**src/rtl/symbol_iterator_if.sv**
```systemverilog
// Edit, iteration and display signals of the formula buffer.
interface symbol_iterator_if #(
   parameter int unsigned SYMBOL_WIDTH = 7,
   parameter int unsigned LEN_WIDTH    = 7
);
   logic [SYMBOL_WIDTH-1:0] edit_symbol;
   logic                    edit_append;
   logic                    edit_backspace;
   logic                    edit_clear;
   logic                    full;
   logic [LEN_WIDTH-1:0]    length;
   logic                    iter_restart;
   logic                    iterating;
   logic                    symbol_iter_en;
   logic [SYMBOL_WIDTH-1:0] symbol;
   logic                    symbol_valid;
   logic [LEN_WIDTH-1:0]    display_addr;
   logic [SYMBOL_WIDTH-1:0] display_symbol;

   modport master (
      output edit_symbol, edit_append, edit_backspace, edit_clear,
      output iter_restart, symbol_iter_en, display_addr,
      input  full, length, iterating, symbol, symbol_valid, display_symbol
   );

   modport slave (
      input  edit_symbol, edit_append, edit_backspace, edit_clear,
      input  iter_restart, symbol_iter_en, display_addr,
      output full, length, iterating, symbol, symbol_valid, display_symbol
   );
endinterface

```
**src/rtl/symbol_iterator.sv**
```systemverilog
// Formula text buffer: editable while idle, streamed one symbol per request
// while iterating, with a zero symbol marking the end of the formula.
module symbol_iterator #(
   parameter int unsigned SYMBOL_WIDTH = 7,
   parameter int unsigned CAPACITY     = 64,
   parameter int unsigned LEN_WIDTH    = $clog2(CAPACITY + 1)
) (
   input  logic                clk,
   input  logic                rst_n,
   symbol_iterator_if.slave    bus
);
   localparam int unsigned ADDR_W = (CAPACITY > 1) ? $clog2(CAPACITY) : 1;
   localparam logic [LEN_WIDTH-1:0] CAP_LEN = LEN_WIDTH'(CAPACITY);

   typedef enum logic {IDLE = 1'b0, ITER = 1'b1} state_t;

   state_t                  state_q, state_d;
   logic [LEN_WIDTH-1:0]    length_q, length_d;
   logic [LEN_WIDTH-1:0]    rd_ptr_q, rd_ptr_d;
   logic                    full_q, full_d;
   logic                    iterating_q;
   logic                    term_q, term_d;
   logic                    valid_q, valid_d;
   logic                    wr_en;
   logic                    in_range;
   logic [SYMBOL_WIDTH-1:0] symbol_q;
   logic [SYMBOL_WIDTH-1:0] display_q;

   logic [SYMBOL_WIDTH-1:0] mem [CAPACITY];

   // Next-state, edit and request decode; term_q holds off requests for the
   // one cycle in which the terminator is on the output before leaving ITER.
   always_comb begin
      state_d  = state_q;
      length_d = length_q;
      rd_ptr_d = rd_ptr_q;
      term_d   = 1'b0;
      valid_d  = 1'b0;
      wr_en    = 1'b0;
      in_range = (rd_ptr_q < length_q);
      unique case (state_q)
         IDLE: begin
            if (bus.edit_clear) begin
               length_d = '0;
            end else if (bus.edit_backspace) begin
               if (length_q != '0) length_d = length_q - LEN_WIDTH'(1);
            end else if (bus.edit_append) begin
               if ((length_q < CAP_LEN) && (bus.edit_symbol != '0)) begin
                  wr_en    = 1'b1;
                  length_d = length_q + LEN_WIDTH'(1);
               end
            end
            if (bus.iter_restart) begin
               state_d  = ITER;
               rd_ptr_d = '0;
            end
         end
         ITER: begin
            if (bus.iter_restart) begin
               rd_ptr_d = '0;
            end else if (term_q) begin
               state_d = IDLE;
            end else if (bus.symbol_iter_en) begin
               valid_d = 1'b1;
               if (in_range) rd_ptr_d = rd_ptr_q + LEN_WIDTH'(1);
               else          term_d   = 1'b1;
            end
         end
         default: state_d = IDLE;
      endcase
      full_d = (length_d == CAP_LEN);
   end

   // Control registers.
   always_ff @(posedge clk or negedge rst_n) begin
      if (!rst_n) begin
         state_q     <= IDLE;
         length_q    <= '0;
         rd_ptr_q    <= '0;
         full_q      <= 1'b0;
         iterating_q <= 1'b0;
         term_q      <= 1'b0;
         valid_q     <= 1'b0;
      end else begin
         state_q     <= state_d;
         length_q    <= length_d;
         rd_ptr_q    <= rd_ptr_d;
         full_q      <= full_d;
         iterating_q <= (state_d == ITER);
         term_q      <= term_d;
         valid_q     <= valid_d;
      end
   end

   // Registered read ports: iteration symbol (held between strobes) and display.
   always_ff @(posedge clk or negedge rst_n) begin
      if (!rst_n) begin
         symbol_q  <= '0;
         display_q <= '0;
      end else begin
         if (valid_d) symbol_q <= in_range ? mem[ADDR_W'(rd_ptr_q)] : '0;
         display_q <= (bus.display_addr < length_q) ? mem[ADDR_W'(bus.display_addr)] : '0;
      end
   end

   // Buffer write port; contents are not reset.
   always_ff @(posedge clk) begin
      if (wr_en) mem[ADDR_W'(length_q)] <= bus.edit_symbol;
   end

   assign bus.full           = full_q;
   assign bus.length         = length_q;
   assign bus.iterating      = iterating_q;
   assign bus.symbol         = symbol_q;
   assign bus.symbol_valid   = valid_q;
   assign bus.display_symbol = display_q;
endmodule

```
**src/flat_wrapper.sv**
```systemverilog
// flat-port wrapper written by rule: the top's interface ports become plain ports
module symbol_iterator_flat 
#(
   parameter int unsigned SYMBOL_WIDTH = 7,
   parameter int unsigned CAPACITY     = 64,
   parameter int unsigned LEN_WIDTH    = $clog2(CAPACITY + 1)
)
  (clk, rst_n, bus_edit_symbol, bus_edit_append, bus_edit_backspace, bus_edit_clear, bus_iter_restart, bus_symbol_iter_en, bus_display_addr, bus_full, bus_length, bus_iterating, bus_symbol, bus_symbol_valid, bus_display_symbol);
  symbol_iterator_if #(.SYMBOL_WIDTH(SYMBOL_WIDTH), .LEN_WIDTH(LEN_WIDTH)) bus_i ();
  input  logic clk;
  input  logic rst_n;
  input wire logic [$bits(bus_i.edit_symbol)-1:0] bus_edit_symbol;
  input wire logic [$bits(bus_i.edit_append)-1:0] bus_edit_append;
  input wire logic [$bits(bus_i.edit_backspace)-1:0] bus_edit_backspace;
  input wire logic [$bits(bus_i.edit_clear)-1:0] bus_edit_clear;
  input wire logic [$bits(bus_i.iter_restart)-1:0] bus_iter_restart;
  input wire logic [$bits(bus_i.symbol_iter_en)-1:0] bus_symbol_iter_en;
  input wire logic [$bits(bus_i.display_addr)-1:0] bus_display_addr;
  output wire logic [$bits(bus_i.full)-1:0] bus_full;
  output wire logic [$bits(bus_i.length)-1:0] bus_length;
  output wire logic [$bits(bus_i.iterating)-1:0] bus_iterating;
  output wire logic [$bits(bus_i.symbol)-1:0] bus_symbol;
  output wire logic [$bits(bus_i.symbol_valid)-1:0] bus_symbol_valid;
  output wire logic [$bits(bus_i.display_symbol)-1:0] bus_display_symbol;
  assign bus_i.edit_symbol = bus_edit_symbol;
  assign bus_i.edit_append = bus_edit_append;
  assign bus_i.edit_backspace = bus_edit_backspace;
  assign bus_i.edit_clear = bus_edit_clear;
  assign bus_i.iter_restart = bus_iter_restart;
  assign bus_i.symbol_iter_en = bus_symbol_iter_en;
  assign bus_i.display_addr = bus_display_addr;
  assign bus_full = bus_i.full;
  assign bus_length = bus_i.length;
  assign bus_iterating = bus_i.iterating;
  assign bus_symbol = bus_i.symbol;
  assign bus_symbol_valid = bus_i.symbol_valid;
  assign bus_display_symbol = bus_i.display_symbol;
  symbol_iterator #(.SYMBOL_WIDTH(SYMBOL_WIDTH), .CAPACITY(CAPACITY), .LEN_WIDTH(LEN_WIDTH)) u_core (.clk(clk), .rst_n(rst_n), .bus(bus_i));
endmodule
```
**config.mk**
```make
export PLATFORM = sky130hd
export DESIGN_NAME = symbol_iterator_flat
export DESIGN_NICKNAME = d
export VERILOG_FILES = /design/src/rtl/symbol_iterator_if.sv /design/src/rtl/symbol_iterator.sv /design/src/flat_wrapper.sv
export SDC_FILE = /design/constraint.sdc
export NUM_CORES = 1
export LEC_CHECK = 0
export CELL_PAD_IN_SITES_DETAIL_PLACEMENT = 0
export CELL_PAD_IN_SITES_GLOBAL_PLACEMENT = 1
export CORE_MARGIN = 2
export CORE_UTILIZATION = 30
export CTS_CLUSTER_DIAMETER = 40
export DETAILED_ROUTE_END_ITERATION = 8
export PLACE_DENSITY = 0.51
export SLEW_MARGIN = 5
export SYNTH_ARGS = -nofsm -noshare
export SYNTH_HDL_FRONTEND = slang
export SYNTH_SLANG_ARGS = --single-unit
```
**constraint.sdc**
```tcl
create_clock -name clk -period 2.35 [get_ports clk]
set_input_delay 0.5875 -clock clk [delete_from_list [all_inputs] [get_ports clk]]
set_output_delay 0.5875 -clock clk [all_outputs]
set_load 0.005 [all_outputs]
```
==> out/metrics.yaml <==
status: "finished with violations"
violations: "negative setup slack"
wl_met2_um: 38100
gp_congestion: 0.856
synth_nets: 1233
first_global_vias: 14800
hold_viol: 0
cp-end-kind: "flip-flop"
synthFlopType: "edfxtp_1"
top_layer_used: "met4"
final_cells: 2592
area_growth_pct: 31.8
arrival_ns: 3.11
die_area_mm2: 0.0782
initial_core_util: 0.302
max-vdd-ir-drop_mv: 0.475
diodes: 0
async_flop_share: 0.0667
netlist_area_mm2: 0.0228
crit_fanout: 8
core.rowCount: 101
worstMarginPinSlew_ns: 0.885
drt-met1-wl_um: 33100
io_pins: 45
via_per_inst: 5.44
cts_tree: "done"
clk_latency_ns: 0.64
drt_iter0_drc: 1753
numCtsBuffers: 94
synth.ff_latch_count: 480
met3WireLength_um: 5860
finalSetupTns_ns: -1.32
wirelength_um: 79900
regToRegSetupSlack_ns: -0.24
route.detailed.drc: 0
p_leak_nw: 10.1
layout_commonest_cell: "edfxtp_1"
ant_nets: 0
yosysSeqAreaShare: 0.626
rsz0062_at_grt: "true"
die_x_um: 280
track_usage: 0.206
synth_edf_count: 448
mostFrequentLayoutCells: "448 x edfxtp_1, 252 x mux4_2, 249 x buf_4"
core_mm2: 0.0756
min_period_over_period: 1.10
grt_max_degree: 65
routedWlPerCell_um: 30.8
clkTransAtPathRegs_ns: 0.05
hp-class: "in2async"
slew_headroom: 0.410
power_density_mw_per_mm2: 913
slew_viol_final: 0
ctsHoldBuffers: 0
dp_hpwl_um: 55900
grt_first_pass_wirelength_um: 112000
io_buffers: 44
startpoint_type: "flip-flop"
drive_gt1_frac: 0.483
drt_first_pass_iters: 6
max_cap_viol_count: 0
gr-total-overflow: 0
avgSynthCellArea_um2: 19.1
clock_skew_ns: 0.0294
place_inst: 2399
setup_viol: 8
worst_slack_ns: -0.237
antenna_found_initial: 1
syn-instance-count: 1196
ctsHtreeMaxLevel: 3
crit_required_ns: 2.87
numClockSinks: 480
cts_buffer_depth: 3
nets: 1575
ys_warn_count: 0
die_y_um: 280
criticalPathCategory: "reg2reg"
period_minus_slack_ns: 2.59
fmax_ghz: 0.387
via_count: 14100
synthDistinctLibCells: 53
cts_root_buf: "clkbuf_16"
## metrics by stage
stage	utilization	setup WS [ns]	cell area, µm²	power [mW]	hold slack (ns)
final	0.397	-0.237	30000	27.4	0.0679
after global routing	0.397	-0.251	30000	28.3	0.0923
after CTS	0.395	-0.188	29900	27.5	0.0584
after detailed placement	0.348	-0.977	26300	14.2	0.556
after global placement	0.348	-0.964	26300	14.2	0.549
after floorplan	-	0.00362	22900	12.1	0.292
## worst max-delay path, cell delays in order, from the launching register on
cell       delay [ns]
dfrtp_4          0.47
buf_12           0.18
buf_16           0.14
mux4_2           0.52
nor2b_1          0.17
a2111oi_4        0.43
buf_4            0.19
o211ai_1         0.11
a32o_1           0.24
## final timing paths
check / from / to / depth (start not counted)
worst max-delay path: u_core.rd_ptr_q[0]$_DFFE_PN0P_ / u_core.bus.symbol[6]$_DFFE_PN0P_ / 8
max in group asynchronous: rst_n / u_core.rd_ptr_q[1]$_DFFE_PN0P_ / 1
worst min-delay path: rst_n / u_core.bus.full$_DFF_PN0_ / 1
min in group clk: bus_edit_symbol[1] / u_core.mem[24][1]$_DFFE_PP_ / 2
worst min register to register: u_core.term_q$_DFF_PN0_ / u_core.state_q$_DFF_PN0_ / 2
worst max register to register: u_core.rd_ptr_q[0]$_DFFE_PN0P_ / u_core.bus.symbol[6]$_DFFE_PN0P_ / 8
## per-layer routing
layer  vias up  GRT usage
li1       5807          -
met1      7478      0.275
met2       666      0.331
met3       139     0.0460
met4         0     0.0724
met5         -          0
## state kept, by name, indices dropped and copies added, names as in the netlist
| register | cells |
|---|---|
| u_core.bus.display_symbol | 7 |
| u_core.bus.full | 1 |
| u_core.bus.length | 7 |
| u_core.bus.symbol | 7 |
| u_core.bus.symbol_valid | 1 |
| u_core.mem | 448 |
| u_core.rd_ptr_q | 7 |
| u_core.state_q | 1 |
| u_core.term_q | 1 |
## what timing repair did
action | 4_1_cts | 5_1_grt
endpoints found under the setup margin | 61 | 18
pin swaps | 20 | 16
resized for setup | 48 | 25
buffers inserted | 13 | 7
cloned | 4 | 0
## synth_stat cells (all sizes together) (2+ instances only)
cell	count	area share
mux4	252	0.25
or2	3	0.00082
mux2	7	0.0035
nor2b	12	0.0033
and3	2	0.00055
a21o	7	0.0023
a2111oi	7	0.0044
mux2i	24	0.011
nor3	4	0.00088
nand4	2	0.00055
or3	6	0.0016
a221oi	7	0.0027
nand3	12	0.0026
xor2	2	0.00077
o2bb2ai	2	0.00077
nand2	27	0.0044
a32o	7	0.0031
a211oi	2	0.00066
buf	54	0.015
o211ai	15	0.0049
dfrtp	32	0.035
nor2	89	0.015
and2	6	0.0016
ha	16	0.0088
o21ai	21	0.0046
clkbuf	34	0.0056
a21oi	29	0.0064
nor3b	3	0.00099
edfxtp	448	0.59
a22o	8	0.0031
inv	20	0.0033
o41ai	2	0.0016
or4	3	0.0012
nor4	3	0.0011
a22oi	14	0.0046
nand2b	6	0.0016
## kinds of logic after synthesis
logic type	share of synthesized area
adders and majority gates	0.00879
buffers and inverters	0.0242
muxes	0.263
DFF	0.626
xor gates and xnor gates	0.000769
and+or+nand+nor	0.0367
AOI/OAI and AO/OA	0.0408
## area by class of cell
class	count	area (µm²)
timing repair buffer	334	3070
clock inverter	72	674
clock buffer	100	2420
fill	6831	45500
sequential	480	14300
inverter	21	78.8
tap	978	1220
multi-input combinational	607	8300
## where the power goes
part / internal, mW / switching [mW]
Combinational: 2.44 / 2.35
Sequential: 9.48 / 0.175
Clock: 8.06 / 4.91
Power figures use the tool's default switching activity.
==> RTL change: new RTL, same settings <==
`CAPACITY` is set to 64 in 2 places; all go to 128.
--- a/src/rtl/symbol_iterator.sv
+++ b/src/rtl/symbol_iterator.sv
@@ -4,3 +4,3 @@
    parameter int unsigned SYMBOL_WIDTH = 7,
-   parameter int unsigned CAPACITY     = 64,
+   parameter int unsigned CAPACITY     = 128,
    parameter int unsigned LEN_WIDTH    = $clog2(CAPACITY + 1)
--- a/src/flat_wrapper.sv
+++ b/src/flat_wrapper.sv
@@ -4,3 +4,3 @@
    parameter int unsigned SYMBOL_WIDTH = 7,
-   parameter int unsigned CAPACITY     = 64,
+   parameter int unsigned CAPACITY     = 128,
    parameter int unsigned LEN_WIDTH    = $clog2(CAPACITY + 1)
Interface: changed (resized bus_display_addr and bus_length); port bits go from 45 to 47. No check against the original RTL was run, so the function may have changed too.
==> RTL change against the unedited design <==
- the flow still finishes with violations (negative setup slack)
- maximum frequency is 9.5% lower
- setup slack worse by 270 ps
- design area rose by 90%
- synthesized area rose by 92%
- sequential cell count up 450
- synthesized cell count is 84% higher
- wire length grew 95%
- power increased by 71%
- combinational power rose by 28%
- largest power group unchanged
==> RTL change: results (changes against the unedited design) <==
failing checks=negative setup slack (unchanged); DRT iter0 DRCs=2548 (was 1753); ys async rst share=0.0366 (was 0.0667); run status=finished, violations left (unchanged); routed vias=26319 (was 14090); HP Class=input pin to flop (was input pin to async pin); final net count=2779 (was 1575); vias in the first global route=27770 (was 14775); CTS Buf Count=149 (was 94); final wirelength=156000 um (was 79900 um); Yosys cell types=60 (was 53); gr usage total=0.211 (was 0.206); fin worst setup slack=-508 ps (was -237 ps); Clock H-tree levels=4 (was 3); RD Place Congestion=0.906 (was 0.856); Final HPWL DP=112000 um (was 55900 um); Setup Skew=36.6 ps (was 29.4 ps); syn nets=2246 (was 1233); Seq cells post-synth=930 (was 480); layout cells sized above 1=0.516 (was 0.483); main area contributors after synthesis=edfxtp_1 (61%), mux4_2 (27%), dfrtp_1 (1.9%), nor2_1 (1.4%), clkbuf_1 (0.64%) (was edfxtp_1 (59%), mux4_2 (25%), dfrtp_1 (3.5%), nor2_1 (1.5%), mux2i_1 (1.1%)); max reg flops=896 (was 448); largest net degree at the start of global routing=87 (was 65); endpoints failing setup=16 (was 8); IR drop worst, VDD=0.631 mV (was 0.475 mV); crit-path max FO=6 (was 8); top cells by count, synth=edfxtp_1 (896), mux4_2 (521), nor2_1 (163) (was edfxtp_1 (448), mux4_2 (252), nor2_1 (89))
-- RTL change: repair_timing --
action                     4_1_cts  5_1_grt
hold endpoints to repair        26        0
setup endpoints to repair      432      265
hold buffers                     1        0
setup buffers                   37        8
pin swaps                       21       20
gates cloned                     3        1
resized for setup              140       62
-- RTL change: area by class of cell --
type | count | area [um^2]
fill | 12972 | 88000
sequential | 930 | 27800
multi-input combinational | 1094 | 16000
timing repair buffer | 545 | 5860
clock buffer | 169 | 3900
tap | 1917 | 2400
clock inverter | 105 | 1170
inverter | 19 | 85.1
antenna | 2 | 5.00
-- RTL change: power by group through the flow --
stage	registers (mW)	clock network (mW)	logic (mW)
global placement	18.8	0	5.69
detailed placement	18.8	0	5.72
finish	18.5	22.2	6.15
CTS	18.5	22.7	6.07
floorplan	18.7	0	2.83
global route	18.5	23.3	6.45
-- RTL change: worst paths after layout --
kind	to	startpoint	cells past startpoint	slack, ps
max reg2reg	u_core.bus.symbol[5]	u_core.rd_ptr_q[0]	8	-510
max	u_core.bus.symbol[5]	u_core.rd_ptr_q[0]	8	-510
min	u_core.mem[72][0]	bus_edit_symbol[0]	1	240
min reg2reg	u_core.bus.symbol[0]	u_core.bus.symbol[0]	2	570
max in group asynchronous	u_core.rd_ptr_q[0]	rst_n	2	1220
min in group asynchronous	u_core.bus.length[5]	rst_n	2	480
-- RTL change: worst reg2reg max path: stages (launching register included) --
cell and delay [ps]:
dfrtp_4 480, buf_12 200, buf_16 170, buf_6 100
mux4_2 480, mux4_2 600, a2111o_1 500, a21oi_2 140
a211oi_1 50
-- RTL change: kinds of logic (layout without fill, tap and decap cells) --
kind of cell | after synthesis | count (layout) | share of synthesized area
buffers and inverters | 182 | 838 | 0.0193
other | 0 | 2 | 0
AND/OR/NAND/NOR | 316 | 316 | 0.0329
adder cells (fa/ha/maj) | 18 | 18 | 0.00514
multiplexers | 553 | 553 | 0.275
AO/OA/AOI/OAI | 207 | 207 | 0.0335
flip-flops | 930 | 930 | 0.634
-- RTL change: routing by layer --
layer  vias up  part of all wire  GRT usage
met3       228             0.062     0.0396
met2      1018              0.48      0.342
li1      10711                 -          -
met5         -          0.000045          0
met1     14360              0.42      0.286
met4         2             0.034     0.0707
-- RTL change: per-stage QoR --
step,cells,setup TNS (ps),worst slack (ps)
2_1_floorplan,2206,-12550,-170
5_1_grt,4779,-6220,-545
3_5_place_dp,4457,-693130,-979
3_3_place_gp,4457,-683760,-1070
6_report,4781,-4870,-508
4_1_cts,4771,-4120,-504
